===== src/rtl/sad_pkg.sv =====
// Shared constants, derived widths and scheduler state type for the SAD
// processor's frame line buffer read path.
package sad_pkg;

  localparam int unsigned FRAME_ROWS     = 480;
  localparam int unsigned ADDR_W         = 9;
  localparam int unsigned BLOCK_H_DEF    = 8;
  localparam int unsigned SEARCH_MAX_DEF = 16;

  localparam int unsigned OFF_W = (SEARCH_MAX_DEF > 0) ? $clog2(SEARCH_MAX_DEF + 1) : 1;
  localparam int unsigned IDX_W = (BLOCK_H_DEF > 1) ? $clog2(BLOCK_H_DEF) : 1;

  typedef enum logic [1:0] {
    IDLE  = 2'd0,
    ISSUE = 2'd1,
    DRAIN = 2'd2,
    DONE  = 2'd3
  } sched_state_t;

endpackage


===== src/rtl/sad_win_counter.sv =====
// Nested candidate-offset / row-in-block counter for the search window walk.
module sad_win_counter #(
  parameter int unsigned BLOCK_H    = 8,
  parameter int unsigned SEARCH_MAX = 16,
  parameter int unsigned OFF_W      = 5,
  parameter int unsigned IDX_W      = 3
) (
  input  logic             clk,
  input  logic             rst,
  input  logic             clear,
  input  logic             adv,
  output logic [OFF_W-1:0] off,
  output logic [IDX_W-1:0] r,
  output logic             wrap_c,
  output logic             last_c
);

  assign wrap_c = (r == IDX_W'(BLOCK_H - 1));
  assign last_c = wrap_c && (off == OFF_W'(SEARCH_MAX));

  // Offset parks at SEARCH_MAX after the final row; the next start clears it.
  always_ff @(posedge clk or posedge rst) begin
    if (rst) begin
      off <= '0;
      r   <= '0;
    end else if (clear) begin
      off <= '0;
      r   <= '0;
    end else if (adv) begin
      if (wrap_c) begin
        r <= '0;
        if (!last_c) off <= off + OFF_W'(1);
      end else begin
        r <= r + IDX_W'(1);
      end
    end
  end

endmodule


===== src/rtl/sad_window_scheduler.sv =====
// Read-side sequencer: walks the vertical search window over the frame line
// buffer and streams rows to the SAD engine, re-reading the held row on stall.
module sad_window_scheduler #(
  parameter int unsigned ADDR_W     = sad_pkg::ADDR_W,
  parameter int unsigned NUM_ROWS   = sad_pkg::FRAME_ROWS,
  parameter int unsigned BLOCK_H    = sad_pkg::BLOCK_H_DEF,
  parameter int unsigned SEARCH_MAX = sad_pkg::SEARCH_MAX_DEF
) (
  input  logic                      clk,
  input  logic                      rst,
  input  logic                      start,
  input  logic [ADDR_W-1:0]         base_row,
  input  logic                      ram_full,
  output logic [ADDR_W-1:0]         read_addr,
  output logic                      row_valid,
  input  logic                      sad_ready,
  output logic [sad_pkg::OFF_W-1:0] row_offset,
  output logic [sad_pkg::IDX_W-1:0] row_idx,
  output logic                      row_last,
  output logic                      busy,
  output logic                      done,
  output logic                      err
);

  import sad_pkg::*;

  localparam int unsigned SUM_W = ADDR_W + 1;

  sched_state_t      state;
  logic [ADDR_W-1:0] base;
  logic [ADDR_W-1:0] held_addr;
  logic [ADDR_W-1:0] issue_addr;
  logic [OFF_W-1:0]  off;
  logic [IDX_W-1:0]  r;
  logic              wrap;
  logic              last;
  logic              adv;
  logic              accept;
  logic [SUM_W-1:0]  window_end;
  logic              too_big;
  logic              launch;

  // Window bound check in one extra bit so a large base_row cannot wrap.
  assign window_end = {1'b0, base_row} + SUM_W'(SEARCH_MAX + BLOCK_H);
  assign too_big    = window_end > SUM_W'(NUM_ROWS);
  assign launch     = (state == IDLE) && start && ram_full && !too_big;

  assign issue_addr = base + ADDR_W'(off) + ADDR_W'(r);
  assign adv        = (state == ISSUE) && (!row_valid || sad_ready);
  assign accept     = row_valid && sad_ready;

  // A stalled row keeps its address on the bus so data_out stays stable.
  assign read_addr = (row_valid && !sad_ready) ? held_addr : issue_addr;

  sad_win_counter #(
    .BLOCK_H    (BLOCK_H),
    .SEARCH_MAX (SEARCH_MAX),
    .OFF_W      (OFF_W),
    .IDX_W      (IDX_W)
  ) u_counter (
    .clk    (clk),
    .rst    (rst),
    .clear  (launch),
    .adv    (adv),
    .off    (off),
    .r      (r),
    .wrap_c (wrap),
    .last_c (last)
  );

  always_ff @(posedge clk or posedge rst) begin
    if (rst) begin
      state      <= IDLE;
      base       <= '0;
      held_addr  <= '0;
      row_valid  <= 1'b0;
      row_offset <= '0;
      row_idx    <= '0;
      row_last   <= 1'b0;
      busy       <= 1'b0;
      done       <= 1'b0;
      err        <= 1'b0;
    end else begin
      done <= 1'b0;
      err  <= 1'b0;
      case (state)
        IDLE: begin
          busy <= 1'b0;
          if (start && ram_full) begin
            if (too_big) begin
              err <= 1'b1;
            end else begin
              base  <= base_row;
              busy  <= 1'b1;
              state <= ISSUE;
            end
          end
        end
        ISSUE: begin
          if (adv) begin
            row_valid  <= 1'b1;
            row_offset <= off;
            row_idx    <= r;
            row_last   <= wrap;
            held_addr  <= issue_addr;
            if (last) state <= DRAIN;
          end else if (accept) begin
            row_valid <= 1'b0;
          end
        end
        DRAIN: begin
          if (accept) begin
            row_valid <= 1'b0;
            busy      <= 1'b0;
            done      <= 1'b1;
            state     <= DONE;
          end
        end
        DONE: begin
          busy  <= 1'b0;
          state <= IDLE;
        end
        default: state <= IDLE;
      endcase
    end
  end

endmodule

===== config.mk =====
export PLATFORM = sky130hd
export DESIGN_NAME = sad_window_scheduler
export DESIGN_NICKNAME = d
export VERILOG_FILES = /design/src/rtl/sad_pkg.sv /design/src/rtl/sad_win_counter.sv /design/src/rtl/sad_window_scheduler.sv
export SDC_FILE = /design/constraint.sdc
export NUM_CORES = 1
export LEC_CHECK = 0
export CAP_MARGIN = 20
export CORE_ASPECT_RATIO = 1.75
export CORE_MARGIN = 2
export CORE_UTILIZATION = 48
export DETAILED_ROUTE_END_ITERATION = 10
export GPL_ROUTABILITY_DRIVEN = 0
export PLACE_DENSITY_LB_ADDON = 0.08
export SETUP_SLACK_MARGIN = 0.3
export SYNTH_ARGS = -nofsm -noshare
export SYNTH_HDL_FRONTEND = slang
export SYNTH_SLANG_ARGS = --single-unit

===== constraint.sdc =====
create_clock -name clk -period 2.63 [get_ports clk]
set_input_delay 0.3945 -clock clk [delete_from_list [all_inputs] [get_ports clk]]
set_output_delay 0.3945 -clock clk [all_outputs]
set_load 0.005 [all_outputs]

==> results.yml <==
status:
  status: "finished, violations left"
  violations: "negative setup slack"
global_routing:
  grt_start_max_net_pins: 42
  grt_pass1_vias: 1829
  antenna_found_initial: 0
  grt_overflow: 0
  grt_util_all_layers_pct: 20.2
  grt_pass1_wl_um: 8250
route:
  postRouteAntennaNets: 0
  drt-total-wl_um: 4930
  drtPass1Iterations: 4
  vias: 1867
  wl_per_cell_um: 13.9
  via_per_inst: 5.26
  drcViolationCount: 0
  drtIter0Drc: 37
flow_run:
  cap_violations: 0
synthesis:
  ys_async_sr_fraction_pct: 100
  synth.most_common_cell: "nand2_1"
  syn-num-nets: 264
  synthTopCellsByArea: "dfrtp_1, ha_1, nand2_1"
  ys_warn_count: 0
  yosys.area.top_type: "dfrtp_1"
  ys_seq_area_share_pct: 44.5
  ys.flop_type: "dfrtp_1"
  syn_avg_cell_area_um2: 10.1
  synth_cell_type_count: 44
  syn_inst: 229
  synth_edf_count: 0
  ys_top_cells_by_count: "nand2_1, dfrtp_1, ha_1"
  ys_seq_elements: 41
  synth_top_area_share_pct: 44.5
  syn_area_um2: 2300
sta:
  fmax_mhz: 329
  setup_ws_ps: -411
  fin_crit_sh_pct: 116
  whs_ps: 464
  period_minus_slack_ps: 3040
  worst_pin_slew_ps: 534
  final_max_slew_viol_count: 0
  hold_viol_final: 0
  tns_ps: -1690
  rsz0062_at_grt: "yes"
  setup_viol: 6
  slew_headroom_pct: 64.4
  fin_skew_ps: 9.04
critical_path:
  cp-end-kind: "output port"
  crit_type: "reg -> out"
  start_kind: "flip-flop"
  critPathMaxFanout: 3
  required_ps: 2240
  cp.arrival_ps: 2650
placed_design:
  placed_cell_area_um2: 2890
  post-place-ws_ps: -357
  hpwl_um: 3460
  io_buffers: 35
floorplan:
  die_height_um: 95.7
  dieWidth_um: 56.4
  ioPinCount: 36
  dieArea_um2: 5390
  fp-row-count: 33
  initial_core_util_pct: 49.4
  core_um2: 4670
clock_tree:
  clk_latency_ps: 290
  cts_buffers: 5
  clockBufferDepth: 2
  htree_levels: 2
  cts_root_buffer: "clkbuf_8"
  clock-sinks: 41
  clk_pin_slew_ps: 80
  cts_tree: "yes"
finish:
  postLayoutCoreUtil_pct: 67.5
  fin_nets: 338
  area_growth_pct: 36.6
  fillers: 375
  n_antenna_cell: 0
  drive_above_1_share_pct: 28.7
  stdcell_area_um2: 3150
power:
  power_leakage_nw: 1.54
  ir_drop_uv: 922
  cellPowerDensity_nw_per_um2: 1080
min_path:
  hp-class: "in -> reg"
power breakdown:
part,internal [mW],switching (mW)
sequential,0.858,0.159
clock,0.208,0.215
combinational,1.07,0.891
sequential cells by signal, summed over array words and instances, names as in the netlist, 2 cells and up:
signal / flops
u_counter.r: 3
row_offset: 5
row_idx: 3
held_addr: 9
u_counter.off: 5
state: 2
base: 9
critical path, stage by stage, from the launching register on:
cell     delay (ps)
dfrtp_1         400
fa_1            530
ha_4            200
fa_2            340
a21o_1          200
a21oi_2         140
buf_4           130
nor2b_2          40
buf_4           140
nand2_2          50
nand3_1          60
buf_2           130
final timing paths:
kind,from,to,slack [ps],cells past startpoint
setup / recovery,base[1],read_addr[7],-410,11
hold / removal,sad_ready,done,460,2
setup reg to reg,base[1],held_addr[7],-80,12
hold reg to reg,row_idx[1],row_idx[1],480,2
max in group asynchronous,rst,held_addr[1],1720,3
min in group asynchronous,rst,row_idx[1],520,3
logic make-up after synthesis:
family	count (synthesis)	synth area share, %
adder cells (fa/ha/maj)	21	12.7
buffers and inverters	20	3.64
AND/OR/NAND/NOR	82	16.1
XOR/XNOR	9	3.42
AO/OA/AOI/OAI	39	11.3
multiplexers	17	8.36
flip-flops	41	44.5
stage by stage:
stage | std cells | power, mW
finish | 355 | 3.40
detailed placement | 335 | 2.79
CTS | 351 | 3.29
floorplan | 229 | 2.04
global route | 355 | 3.71
global placement | 335 | 2.77
what timing repair did:
item / 4_1_cts / 5_1_grt
pin swaps: 23 / 13
endpoints found under the setup margin: 10 / 13
setup buffers: 9 / 4
hold buffers: 0 / 0
gates resized for setup: 39 / 11
routing by layer:
layer / track usage (%) / wire length (um)
met5: 0 / 0
met4: 8.73 / 115
met3: 3.12 / 146
met2: 37.3 / 2670
met1: 22.7 / 2000
layout make-up:
class	count	area (um2)	share of cell area, %
sequential	41	1030	32.6
inverter	13	48.8	1.55
tap	52	65.1	2.07
multi-input combinational	168	1280	40.6
timing repair buffer	74	639	20.3
clock buffer	6	82.6	2.62
clock inverter	1	7.51	0.238
placed cells by master (no fill, tap or decap), types with 2 or more instances in the layout:
cell type        synthesis  layout
mux2i_1                  2       2
o211ai_1                 2       2
dlymetal6s2s_1           0       2
a21oi_1                 10       6
nand2b_1                 3       3
buf_4                    0      32
a21oi_2                  0       4
fa_1                     4       3
buf_6                    1       7
clkbuf_8                 0       6
nand2_2                  0       2
nand2_1                 45      43
clkdlybuf4s50_1          0      26
nor2_1                  15      15
nand3_1                  4       4
a31oi_1                  2       2
and3_1                   2       2
xor2_1                   3       2
dfrtp_1                 41      41
inv_1                   13      12
nor3_1                   2       2
xnor2_1                  6       4
buf_2                    1       7
ha_1                    17      16
mux2_2                  14      14
o21ai_0                 12      11
a21o_1                   2       2
Power figures use the tool's default switching activity.
